File: src/rtl/pipe_hazard_ctrl_pkg.sv
// Shared types and constants for the pipeline hazard/forwarding controller.
// Depen codes match the E-stage operand mux select encoding.
package pipe_hazard_ctrl_pkg;

    localparam int REG_W = 5;

    localparam logic [1:0] DEP_RF   = 2'b00;
    localparam logic [1:0] DEP_EALU = 2'b01;
    localparam logic [1:0] DEP_MALU = 2'b10;
    localparam logic [1:0] DEP_MMEM = 2'b11;

    // Destination-side view of one pipeline stage, as tracked by the shadow scoreboard.
    typedef struct packed {
        logic [REG_W-1:0] rn;
        logic             wreg;
        logic             m2reg;
    } shadow_t;

    // True when a stage will write a non-zero register equal to src.
    function automatic logic writes_reg(input shadow_t sh, input logic [REG_W-1:0] src);
        return sh.wreg && (sh.rn == src) && (src != '0);
    endfunction

endpackage

File: src/rtl/pipe_hazard_ctrl_fwd_sel.sv
// Per-operand forwarding select: picks the youngest in-flight producer of src.
// A load in E cannot forward; that case is covered by the load-use stall.
module pipe_hazard_ctrl_fwd_sel
    import pipe_hazard_ctrl_pkg::*;
(
    input  logic [REG_W-1:0] src,
    input  logic             use_src,
    input  shadow_t          e_sh,
    input  shadow_t          m_sh,
    output logic [1:0]       dep
);

    always_comb begin
        dep = DEP_RF;
        if (use_src) begin
            if (writes_reg(e_sh, src) && !e_sh.m2reg) begin
                dep = DEP_EALU;
            end else if (writes_reg(m_sh, src)) begin
                dep = m_sh.m2reg ? DEP_MMEM : DEP_MALU;
            end
        end
    end

endmodule

File: src/rtl/pipe_hazard_ctrl.sv
// Hazard and forwarding controller for the 5-stage pipeline: forwarding selects,
// load-use and MDU stalls, redirect flushes, and a shadow E/M destination scoreboard.
module pipe_hazard_ctrl
    import pipe_hazard_ctrl_pkg::*;
#(
    parameter int MDU_LAT = 4,
    parameter int CNT_W   = 4
) (
    input  logic             clk,
    input  logic             clrn,
    input  logic [REG_W-1:0] d_rs,
    input  logic [REG_W-1:0] d_rt,
    input  logic             d_use_rs,
    input  logic             d_use_rt,
    input  logic             d_store,
    input  logic [REG_W-1:0] d_rn,
    input  logic             d_wreg,
    input  logic             d_m2reg,
    input  logic             d_mdu_op,
    input  logic             e_redirect,
    output logic             wpcir,
    output logic             fd_flush,
    output logic             de_bubble,
    output logic [1:0]       adepen,
    output logic [1:0]       bdepen,
    output logic [1:0]       sdepen,
    output logic             mdu_busy
);

    shadow_t          d_sh;
    shadow_t          e_sh;
    shadow_t          m_sh;
    logic [CNT_W-1:0] cnt;
    logic             cnt_nz;
    logic             load_use;
    logic             mdu_stall;
    logic [1:0]       a_sel;
    logic [1:0]       b_sel;
    logic [1:0]       s_sel;

    assign d_sh = '{rn: d_rn, wreg: d_wreg, m2reg: d_m2reg};

    pipe_hazard_ctrl_fwd_sel u_fwd_a (
        .src     (d_rs),
        .use_src (d_use_rs),
        .e_sh    (e_sh),
        .m_sh    (m_sh),
        .dep     (a_sel)
    );

    pipe_hazard_ctrl_fwd_sel u_fwd_b (
        .src     (d_rt),
        .use_src (d_use_rt),
        .e_sh    (e_sh),
        .m_sh    (m_sh),
        .dep     (b_sel)
    );

    pipe_hazard_ctrl_fwd_sel u_fwd_s (
        .src     (d_rt),
        .use_src (d_store),
        .e_sh    (e_sh),
        .m_sh    (m_sh),
        .dep     (s_sel)
    );

    // While reset is sampled the pipeline must look idle: no forwarding, no busy.
    assign adepen   = clrn ? DEP_RF : a_sel;
    assign bdepen   = clrn ? DEP_RF : b_sel;
    assign sdepen   = clrn ? DEP_RF : s_sel;
    assign cnt_nz   = (cnt != '0);
    assign mdu_busy = cnt_nz && !clrn;

    always_comb begin
        load_use  = e_sh.wreg && e_sh.m2reg && (e_sh.rn != '0) &&
                    ((d_use_rs && (e_sh.rn == d_rs)) ||
                     ((d_use_rt || d_store) && (e_sh.rn == d_rt)));
        mdu_stall = cnt_nz && d_mdu_op;
    end

    // Priority: reset > redirect > load-use > MDU interlock > normal flow.
    always_comb begin
        wpcir     = 1'b1;
        fd_flush  = 1'b0;
        de_bubble = 1'b0;
        if (!clrn) begin
            if (e_redirect) begin
                fd_flush  = 1'b1;
                de_bubble = 1'b1;
            end else if (load_use || mdu_stall) begin
                wpcir     = 1'b0;
                de_bubble = 1'b1;
            end
        end
    end

    always_ff @(posedge clk) begin
        if (clrn) begin
            e_sh <= '0;
            m_sh <= '0;
            cnt  <= '0;
        end else begin
            m_sh <= e_sh;
            e_sh <= de_bubble ? shadow_t'('0) : d_sh;
            // Only an MDU op that actually enters E (re)starts the busy window.
            if (d_mdu_op && !de_bubble) begin
                cnt <= CNT_W'(MDU_LAT);
            end else if (cnt_nz) begin
                cnt <= cnt - CNT_W'(1);
            end
        end
    end

endmodule

File: config.mk
export PLATFORM = sky130hd
export DESIGN_NAME = pipe_hazard_ctrl
export DESIGN_NICKNAME = d
export VERILOG_FILES = /design/src/rtl/pipe_hazard_ctrl_pkg.sv /design/src/rtl/pipe_hazard_ctrl_fwd_sel.sv /design/src/rtl/pipe_hazard_ctrl.sv
export SDC_FILE = /design/constraint.sdc
export NUM_CORES = 1
export LEC_CHECK = 0
export CELL_PAD_IN_SITES_DETAIL_PLACEMENT = 1
export CELL_PAD_IN_SITES_GLOBAL_PLACEMENT = 1
export CORE_ASPECT_RATIO = 1.1
export CORE_UTILIZATION = 33
export DETAILED_ROUTE_END_ITERATION = 6
export PLACE_DENSITY_LB_ADDON = 0.1
export REMOVE_ABC_BUFFERS = 1
export SYNTH_ARGS = -nofsm -noshare
export SYNTH_HDL_FRONTEND = slang
export SYNTH_SLANG_ARGS = --single-unit
File: constraint.sdc
create_clock -name clk -period 2.33 [get_ports clk]
set_input_delay 0.466 -clock clk [delete_from_list [all_inputs] [get_ports clk]]
set_output_delay 0.466 -clock clk [all_outputs]
set_load 0.005 [all_outputs]
==> summary.txt <==
Outcome
  • Status: complete, but fails checks
  • Failing checks: negative setup slack

Synth
  • Yosys top cell area share: 33.3%
  • Largest cells by area after synthesis: dfxtp_1, xnor2_1, xor2_1, a21oi_1, nor2b_1
  • Yosys top cell by area: dfxtp_1
  • #FFs+latches synth: 18
  • Post-Syn Instances: 128
  • Mean post-synth cell area: 8.47 sq um
  • Post-synthesis cell area: 0.00108 sq mm
  • Synth unique cells: 37
  • Yosys warns: 0
  • Number of synthesized flops with an enable pin: 0
  • Count leader, synth: dfxtp_1
  • Sequential share of the synthesized area: 33.3%
  • Ys flop type: dfxtp_1
  • Top cells by count, synth: dfxtp_1, xnor2_1, a21oi_1
  • Synth async-reset ratio: 0%

Die
  • IO Pins: 34
  • Num rows: 21
  • Die area: 0.00352 sq mm
  • Starting Density: 35.2%
  • Die Height: 62.1 um
  • CORE AREA: 0.00307 sq mm
  • DIE WIDTH: 56.6 um

Clock network
  • CTS HTree Levels: 1
  • Clock tree sinks: 18
  • CTS Root Cell: clkbuf_4
  • CTS tree: built
  • Clock buffer count from CTS: 3
  • Worst-path clk slew: 100 ps
  • Clock Latency Late Sink: 280 ps
  • Max Buffers Root-to-Sink: 2

Critical path
  • Crit path DAT: 1870 ps
  • CP Class: in -> out
  • Worst R2R Path Depth: 6
  • Worst setup SP type: input port
  • Critical path capture point type: primary output
  • Required time of the critical path: 1860 ps
  • Worst-path maximum fanout: 3

Timing
  • Worst-Margin Slew: 325 ps
  • Fin. max-slew vios: 0
  • Final Hold Vio Count: 0
  • Final Setup Violations: 1
  • Final WS setup: -2.22 ps
  • Max-slew headroom: 78.2%
  • Skew final: 1.94 ps
  • Hold Slack: 489 ps
  • Max Clock Freq: 429 MHz
  • Clock period minus worst slack: 2330 ps
  • Final worst-path cycle share: 100%

Power
  • Worst vdd ir: 0.448 mV
  • Pleak: 0.732 nW
  • Power Total: 1.13 mW
  • Pwr per Cell Area: 653 mW/mm^2

Place
  • RePlAce Congestion: 0.776
  • Port bufs: 33
  • Post-Place Worst Slack: -596 ps
  • DP HPWL: 2690 um

Detailed routing
  • DR vias/cell: 5.24
  • First DRT Iteration DRCs: 14
  • Drt wl/cell: 14.6 um
  • Routed wire length: 3350 um
  • Via count: 1,199
  • Pre-Repair DR Iteration Count: 4
  • Antenna-violating nets left: 0
  • Drt drc: 0

Global routing
  • Vias in the first global route: 1,231
  • Total GRT Usage: 19.1%
  • Grt total ovfl: 0
  • Initial antenna violation count: 0
  • Largest net degree at the start of global routing: 11
  • Global-route wire length before repair: 5170 um

Flow run
  • Max Cap Viol: 0

Cells and area
  • Share of layout cells above drive strength 1: 34.9%
  • Nets: 221
  • Ant diodes: 0
  • Area Growth Syn to Fin: 59.8%

Hold path
  • Worst min path class: reg -> reg
  • Hold path cells: 1
cell usage in the layout, fill, tap and decap left out, types with 6 or more instances in the layout:
| cell type | count |
|---|---|
| nor2_1 | 6 |
| a21oi_1 | 11 |
| buf_4 | 33 |
| clkdlybuf4s50_1 | 14 |
| xor2_1 | 7 |
| nor2b_1 | 8 |
| nand3_1 | 11 |
| xnor2_1 | 11 |
| dfxtp_1 | 16 |
| nand2_1 | 7 |
| buf_2 | 8 |
state kept, by name (all words and copies together) (netlist names):
name	count
e_sh	7
cnt	4
m_sh	7
metal layers:
layer,track usage (%),up-vias,wire length (um)
li1,-,596,-
met1,19.8,566,1280
met2,40.0,31,1890
met3,2.28,6,126
met4,6.62,0,52
met5,0,-,0
power breakdown:
part           total, mW  switching, mW  leakage (nW)  internal, mW
Clock              0.187         0.0918        0.0210        0.0950
Combinational      0.542          0.241         0.563         0.301
Sequential         0.401         0.0455         0.148         0.356
cell families (layout without fill, tap and decap cells):
logic type      count (synthesis)  after routing  synth area share, %
compound gates                 24             24                 14.8
xor+xnor                       21             21                 17.0
fa+ha+maj                       1              1                 1.15
buf+inv                         7             74                 3.23
flops                          18             18                 33.3
mux                             2              2                 1.85
simple gates                   55             55                 28.8
what timing repair did:
action	in CTS	in global routing
pin swaps	17	7
setup buffers	5	3
resized for setup	53	17
setup endpoints to repair	10	10
hold buffers	0	0
worst paths after layout:
check | from | endpoint | slack [ps]
setup / recovery | d_rs[4] | adepen[1] | -2
hold reg to reg | e_sh[1] | m_sh[1] | 490
setup reg to reg | e_sh[2] | cnt[1] | 570
hold / removal | e_sh[1] | m_sh[1] | 490
critical path: stages:
cell	delay, ps
clkdlybuf4s15_1	230
xor2_1	180
nor4_2	320
nand3_1	160
nor3b_1	270
clkdlybuf4s15_2	250
through the flow:
stage | TNS, ps | cells | util, % | instance area [sq um]
after floorplan | 0 | 125 | - | 1060
after global placement | -3960 | 217 | 52.8 | 1620
after detailed placement | -4490 | 217 | 52.8 | 1620
after CTS | -125 | 226 | 55.7 | 1710
after global routing | -83.1 | 229 | 56.3 | 1730
final | -2.22 | 229 | 56.3 | 1730
layout make-up:
class	count	area, sq um
Clock buffer	4	36.3
Fill cell	376	1340
Inverter	4	15.0
Multi-Input combinational cell	103	762
Sequential cell	18	363
Tap cell	34	42.5
Timing Repair Buffer	66	513
Power figures use the tool's default switching activity.
